==> src/rtl/i2c_reg_writer.sv <==
// Wishbone master for the OpenCores I2C core: programs the prescaler and enable
// after reset, then runs one polled I2C register write per accepted command.
module i2c_reg_writer #(
    parameter logic [15:0] PRESCALE = 16'd99
) (
    input  logic       wb_clk_i,
    input  logic       arst_i,
    input  logic       cmd_valid_i,
    output logic       cmd_ready_o,
    input  logic [6:0] cmd_dev_i,
    input  logic [7:0] cmd_reg_i,
    input  logic [7:0] cmd_dat_i,
    output logic       done_o,
    output logic       nack_o,
    output logic       busy_o,
    output logic [2:0] wbm_adr_o,
    output logic [7:0] wbm_dat_o,
    input  logic [7:0] wbm_dat_i,
    output logic       wbm_we_o,
    output logic       wbm_stb_o,
    output logic       wbm_cyc_o,
    input  logic       wbm_ack_i
);

    localparam logic [2:0] ADR_PRERLO = 3'd0;
    localparam logic [2:0] ADR_PRERHI = 3'd1;
    localparam logic [2:0] ADR_CTR    = 3'd2;
    localparam logic [2:0] ADR_TXR    = 3'd3;
    localparam logic [2:0] ADR_CR     = 3'd4;
    localparam logic [7:0] CTR_EN     = 8'h80;
    localparam logic [7:0] CR_STO     = 8'h40;
    localparam int         SR_RXACK   = 7;
    localparam int         SR_BUSY    = 6;
    localparam int         SR_TIP     = 1;

    typedef enum logic [3:0] {
        ST_INIT_PLO,
        ST_INIT_PHI,
        ST_INIT_CTR,
        ST_IDLE,
        ST_TX,
        ST_CMD,
        ST_POLL,
        ST_CHK,
        ST_ABORT_CR,
        ST_ABORT_POLL,
        ST_FIN
    } state_t;

    state_t     state_r;
    state_t     next_on_ack_s;
    logic [6:0] dev_r;
    logic [7:0] reg_r;
    logic [7:0] dat_r;
    logic [1:0] idx_r;
    logic       rxack_r;
    logic       nack_flag_r;
    logic       stb_r;
    logic       we_r;
    logic [2:0] adr_r;
    logic [7:0] wdat_r;
    logic       ready_r;
    logic       done_r;
    logic       nack_r;
    logic       busy_r;
    logic       is_access_s;
    logic       acc_we_s;
    logic [2:0] acc_adr_s;
    logic [7:0] acc_dat_s;
    logic       unused_dat_bits_s;

    function automatic logic [7:0] tx_byte(input logic [1:0] idx, input logic [6:0] dev,
                                           input logic [7:0] rg, input logic [7:0] dt);
        case (idx)
            2'd0:    return {dev, 1'b0};
            2'd1:    return rg;
            default: return dt;
        endcase
    endfunction

    // START on the address byte, STOP on the data byte
    function automatic logic [7:0] cr_byte(input logic [1:0] idx);
        case (idx)
            2'd0:    return 8'h90;
            2'd1:    return 8'h10;
            default: return 8'h50;
        endcase
    endfunction

    // Bus access (address, data, direction) that the current state performs
    always_comb begin
        is_access_s = 1'b1;
        acc_adr_s   = ADR_CR;
        acc_dat_s   = 8'h00;
        acc_we_s    = 1'b1;
        case (state_r)
            ST_INIT_PLO: begin
                acc_adr_s = ADR_PRERLO;
                acc_dat_s = PRESCALE[7:0];
            end
            ST_INIT_PHI: begin
                acc_adr_s = ADR_PRERHI;
                acc_dat_s = PRESCALE[15:8];
            end
            ST_INIT_CTR: begin
                acc_adr_s = ADR_CTR;
                acc_dat_s = CTR_EN;
            end
            ST_TX: begin
                acc_adr_s = ADR_TXR;
                acc_dat_s = tx_byte(idx_r, dev_r, reg_r, dat_r);
            end
            ST_CMD: begin
                acc_dat_s = cr_byte(idx_r);
            end
            ST_POLL, ST_ABORT_POLL: begin
                acc_we_s = 1'b0;
            end
            ST_ABORT_CR: begin
                acc_dat_s = CR_STO;
            end
            default: begin
                is_access_s = 1'b0;
            end
        endcase
    end

    // Successor state taken on the acknowledge of the current access
    always_comb begin
        next_on_ack_s = ST_IDLE;
        case (state_r)
            ST_INIT_PLO: next_on_ack_s = ST_INIT_PHI;
            ST_INIT_PHI: next_on_ack_s = ST_INIT_CTR;
            ST_INIT_CTR: next_on_ack_s = ST_IDLE;
            ST_TX:       next_on_ack_s = ST_CMD;
            ST_CMD:      next_on_ack_s = ST_POLL;
            ST_POLL: begin
                if (wbm_dat_i[SR_TIP]) begin
                    next_on_ack_s = ST_POLL;
                end else begin
                    next_on_ack_s = ST_CHK;
                end
            end
            ST_ABORT_CR: next_on_ack_s = ST_ABORT_POLL;
            ST_ABORT_POLL: begin
                if (wbm_dat_i[SR_BUSY]) begin
                    next_on_ack_s = ST_ABORT_POLL;
                end else begin
                    next_on_ack_s = ST_FIN;
                end
            end
            default:     next_on_ack_s = ST_IDLE;
        endcase
    end

    assign unused_dat_bits_s = ^{wbm_dat_i[5:2], wbm_dat_i[0]};

    // Sequencer: init writes, command acceptance, byte loop, abort and completion
    always_ff @(posedge wb_clk_i or negedge arst_i) begin
        if (!arst_i) begin
            state_r     <= ST_INIT_PLO;
            dev_r       <= 7'd0;
            reg_r       <= 8'd0;
            dat_r       <= 8'd0;
            idx_r       <= 2'd0;
            rxack_r     <= 1'b0;
            nack_flag_r <= 1'b0;
            stb_r       <= 1'b0;
            we_r        <= 1'b0;
            adr_r       <= 3'd0;
            wdat_r      <= 8'd0;
            ready_r     <= 1'b0;
            done_r      <= 1'b0;
            nack_r      <= 1'b0;
            busy_r      <= 1'b1;
        end else begin
            done_r <= 1'b0;
            nack_r <= 1'b0;
            if (is_access_s) begin
                // stb low inside an access state means the access has not started;
                // leaving the state on ack gives the mandatory idle cycle
                if (!stb_r) begin
                    stb_r  <= 1'b1;
                    adr_r  <= acc_adr_s;
                    wdat_r <= acc_dat_s;
                    we_r   <= acc_we_s;
                end else if (wbm_ack_i) begin
                    stb_r   <= 1'b0;
                    state_r <= next_on_ack_s;
                    if (state_r == ST_POLL) begin
                        rxack_r <= wbm_dat_i[SR_RXACK];
                    end
                    if ((state_r == ST_ABORT_POLL) && !wbm_dat_i[SR_BUSY]) begin
                        nack_flag_r <= 1'b1;
                    end
                end
            end else begin
                case (state_r)
                    ST_IDLE: begin
                        if (!ready_r) begin
                            ready_r <= 1'b1;
                            busy_r  <= 1'b0;
                        end else if (cmd_valid_i) begin
                            dev_r   <= cmd_dev_i;
                            reg_r   <= cmd_reg_i;
                            dat_r   <= cmd_dat_i;
                            idx_r   <= 2'd0;
                            ready_r <= 1'b0;
                            busy_r  <= 1'b1;
                            state_r <= ST_TX;
                        end
                    end
                    ST_CHK: begin
                        if (rxack_r) begin
                            state_r <= ST_ABORT_CR;
                        end else if (idx_r == 2'd2) begin
                            state_r <= ST_FIN;
                        end else begin
                            idx_r   <= idx_r + 2'd1;
                            state_r <= ST_TX;
                        end
                    end
                    ST_FIN: begin
                        done_r      <= 1'b1;
                        nack_r      <= nack_flag_r;
                        nack_flag_r <= 1'b0;
                        ready_r     <= 1'b1;
                        busy_r      <= 1'b0;
                        state_r     <= ST_IDLE;
                    end
                    default: begin
                        state_r <= ST_IDLE;
                    end
                endcase
            end
        end
    end

    assign cmd_ready_o = ready_r;
    assign done_o      = done_r;
    assign nack_o      = nack_r;
    assign busy_o      = busy_r;
    assign wbm_adr_o   = adr_r;
    assign wbm_dat_o   = wdat_r;
    assign wbm_we_o    = we_r;
    assign wbm_stb_o   = stb_r;
    assign wbm_cyc_o   = stb_r;

endmodule

==> config.mk <==
export PLATFORM = sky130hd
export DESIGN_NAME = i2c_reg_writer
export DESIGN_NICKNAME = d
export VERILOG_FILES = /design/src/rtl/i2c_reg_writer.sv
export SDC_FILE = /design/constraint.sdc
export NUM_CORES = 1
export LEC_CHECK = 0
export CAP_MARGIN = 20
export CORE_MARGIN = 4
export CORE_UTILIZATION = 50
export DETAILED_ROUTE_END_ITERATION = 7
export HOLD_SLACK_MARGIN = 0.06
export PLACE_DENSITY = 0.81
export REMOVE_ABC_BUFFERS = 1
export SLEW_MARGIN = 25
export SYNTH_ARGS = -nofsm -noshare
export SYNTH_HDL_FRONTEND = slang
export SYNTH_SLANG_ARGS = --single-unit
==> constraint.sdc <==
create_clock -name wb_clk_i -period 2 [get_ports wb_clk_i]
set_input_delay 0.3 -clock wb_clk_i [delete_from_list [all_inputs] [get_ports wb_clk_i]]
set_output_delay 0.3 -clock wb_clk_i [all_outputs]
set_load 0.01 [all_outputs]
==> run metrics, run 1 <==
outcome finished, final reports clean; drt first pass iters 4; R2R Setup Slk about 0.18 ns; Worst Reg-to-Reg Cells 5; layout cells sized above 1 between 10% and 20%; GRT Total Usage between 10% and 20%; Avg Cell Area, Syn about 12 um2; most frequent cells after synthesis dfrtp_1, mux2_4, nand2_1; critical-path maximum fanout 13; worst vdd ir ~0.79 mV; Slew @ Worst Pin 0.5273 ns; RSZ-0062 raised after global routing false; Synth Area in Compound Gates a little under a fifth; CTS tree yes; total CTS buffers 5; fin crit share about nine tenths; worst min-delay path class reg2reg; Filler Cell Count 370; P_int 3225 uW; Gate Count Post-Synth between 200 and 250; CTS sink cnt between 40 and 50; Tot Pwr between 5000 and 6000 uW; final hold vios 0; crit path capture type flop; leak pwr approximately 0.0014 uW; Reg-to-Reg Start idx_r[0]$_DFFE_PN0P_; vias about 1900; largest net degree at the start of global routing 28; post-synthesis mux area share ~15%; Power Dens Cells 1558 nW/um2; critical path's top delay family simple AND/OR/NAND/NOR gates; Synth Flop Type dfrtp_1; IO Pins 53; net switching component of the power about 1800 uW; Slew Limit Fails 0; Gate power share 47.7%; Worst EP required between 2 and 2.5 ns; Post-Synth XOR/XNOR Area less than 1%; row count 25; hold path start dat_r[0]$_DFFE_PN0P_; Total Wirelength between 5000 and 6000 um; Critical Path Source Type flop; Hold Path Sink dat_r[0]$_DFFE_PN0P_; r2r endpoint wbm_dat_o[0]$_DFFE_PN0P_; Yosys reg bits 48; initial antenna violation count 0; Ys Warns 0; final RePlAce weighted congestion 0.8371; hold path depth 1; Final min period between 1.5 and 2 ns; largest stage delay on the critical path 0.43 ns; Clk pwr share roughly 17%; Worst slew margin between 60% and 70%; chip height 78.87 um; Min Hold Slack slightly below 0.5 ns; Area growth syn-to-layout 27.85%; vias per std cell 5.764; sequential area share after synthesis between 40 and 50%; # Post-CTS Setup Buffers 0; Max Root-Sink Buffers 2; Yosys top cell area share 46.84%; Antenna Nets Post-Route 0; Port Buf Inserts 47; main combinational cell family by area after synthesis compound AO/OA/AOI/OAI gates; footprint of the multi-input gates approximately 1200 um2; first-pass GRT wire length 9080 um; n_diodes 0; Yosys cell types 58; maxcap violations 0; Core Footprint 4786 um2; Routed wire per std cell around 16 um; Max stage delay cell, worst path or3b_1; switching share of total power 35.55%; DRC Markers 0; worst skew pair latency around 0.31 ns; critical path arrival around 2.1 ns; Starting Density about 52%; post-synthesis cell area ~2500 um2; Reg area 1204 um2; Area contributors post-synth dfrtp_1, mux2_4, mux2_1, a22o_1, ha_1; crit-path cells inv_1, ha_1, or3b_1, a311oi_1, a21o_1; Post-synth EDFFs 0; Max Clk Rate approximately 550 MHz; number of DRC markers in iteration 0 80; simple logic cell fraction of the synthesized area 10.41%; top cell type by total area after synthesis dfrtp_1; Async SR Flop Fraction between 90% and 100%; WP buf/inv 1; nets 297; clk root buf clkbuf_8; kind of critical path reg2reg; Die ar. approximately 6200 um2; vias in the first global route approximately 1900; CTS H-tree lvls 2; power share of the sequential group 35.4%; Post-DP HPWL 3777 um; # setup viols final 0; Synth Area in Adders 1.993%; Clock transition at path regs 0.10 ns; most frequent cell after synthesis dfrtp_1; Die Width 78.87 um; grt total ovfl 0; Layout Skew about 0.012 ns
-- metrics by stage --
stage	cells	TNS [ns]	utilization [%]	instance area [um2]	setup slack [ns]
CTS	326	0	67.06	3209	0.08904
floorplan	192	-2.406	-	2392	-0.1290
global placement	317	0	63.97	3062	0.2198
detailed placement	317	0	63.97	3062	0.1998
global route	326	0	67.09	3211	0.09101
finish	326	0	67.09	3211	0.1794
-- layout make-up --
cell class                      instances  share of cell area, %
Sequential cell                        48                  37.49
Multi-Input combinational cell        137                  36.24
Timing Repair Buffer                   59                  18.55
Tap cell                               67                  2.611
Clock buffer                            5                  2.143
Clock inverter                          3                  2.143
Inverter                                7                 0.8184
-- what timing repair did --
| action | in CTS | in global routing |
|---|---|---|
| endpoints found under the hold margin | 20 | 0 |
| setup endpoints to repair | 0 | 1 |
| gates resized for setup | 0 | 1 |
| hold buffers | 1 | 0 |
-- registers in the layout, summed over array words and instances, names as in the netlist, 2 cells and up --
register and count:
state_r 4, wbm_dat_o 8, idx_r 2, dev_r 7, reg_r 8, dat_r 8
wbm_adr_o 3
-- how the worst max path moves through the flow --
stage                                       from                        to  slack, ns  cells after the start
after floorplan           state_r[2]$_DFFE_PN0P_      dat_r[0]$_DFFE_PN0P_      -0.13                      3
after global placement               cmd_valid_i      dat_r[3]$_DFFE_PN0P_       0.22                      5
after detailed placement             cmd_valid_i      dat_r[2]$_DFFE_PN0P_       0.20                      5
after CTS                  wbm_cyc_o$_DFFE_PN0P_                 wbm_stb_o       0.09                      1
after global routing        idx_r[0]$_DFFE_PN0P_  wbm_dat_o[0]$_DFFE_PN0P_       0.09                      5
final                       idx_r[0]$_DFFE_PN0P_  wbm_dat_o[0]$_DFFE_PN0P_       0.18                      5
-- cell families after synthesis --
kind of cell | count (synthesis)
fa+ha+maj | 4
compound gates | 62
flops | 48
simple gates | 43
xor+xnor | 1
mux | 27
buf+inv | 23
-- power by group through the flow --
stage	Combinational [uW]	Sequential [uW]	Clock, uW
2_1_floorplan	1380	1870	0
3_3_place_gp	2310	1760	0
3_5_place_dp	2380	1780	0
4_1_cts	2400	1760	867
5_1_grt	2620	1830	901
6_report	2390	1770	847
-- per-layer routing --
metal  GRT usage [%]  share of wire [%]  up-vias
li1                -                  -      877
met1           24.00                 44      942
met4           6.873                1.7        0
met5               0                  0        -
met3           5.329                5.2        8
met2           30.56                 49       52
-- cell usage in the layout, fill, tap and decap left out, drive strengths merged, types with 2 or more instances in the layout --
cell | synthesis | layout
bufinv | 0 | 2
a22o | 7 | 7
a31oi | 2 | 2
nand2 | 11 | 11
or3b | 3 | 3
o211ai | 4 | 4
clkbuf | 3 | 5
nor2b | 5 | 5
a22oi | 3 | 3
inv | 7 | 8
o22ai | 2 | 2
buf | 13 | 12
dfrtp | 47 | 47
mux2 | 26 | 26
nor2 | 5 | 5
a21o | 5 | 5
or2 | 3 | 3
a21oi | 8 | 8
or3 | 3 | 3
o2bb2ai | 4 | 4
o2111ai | 2 | 2
o21ai | 6 | 6
nor3 | 4 | 4
clkdlybuf4s50 | 0 | 46
ha | 4 | 4
and4bb | 2 | 2
o31ai | 2 | 2
nor3b | 2 | 2
a32o | 2 | 2
a311oi | 3 | 3
No activity file was read; power rests on OpenSTA's default activity.
==> inputs of run 2 (changes only) <==
ABC_CLOCK_PERIOD_IN_PS = 2000   (was not set)
==> results of run 2 <==
Final layout, timing and power as in run 1 (identical DEF).
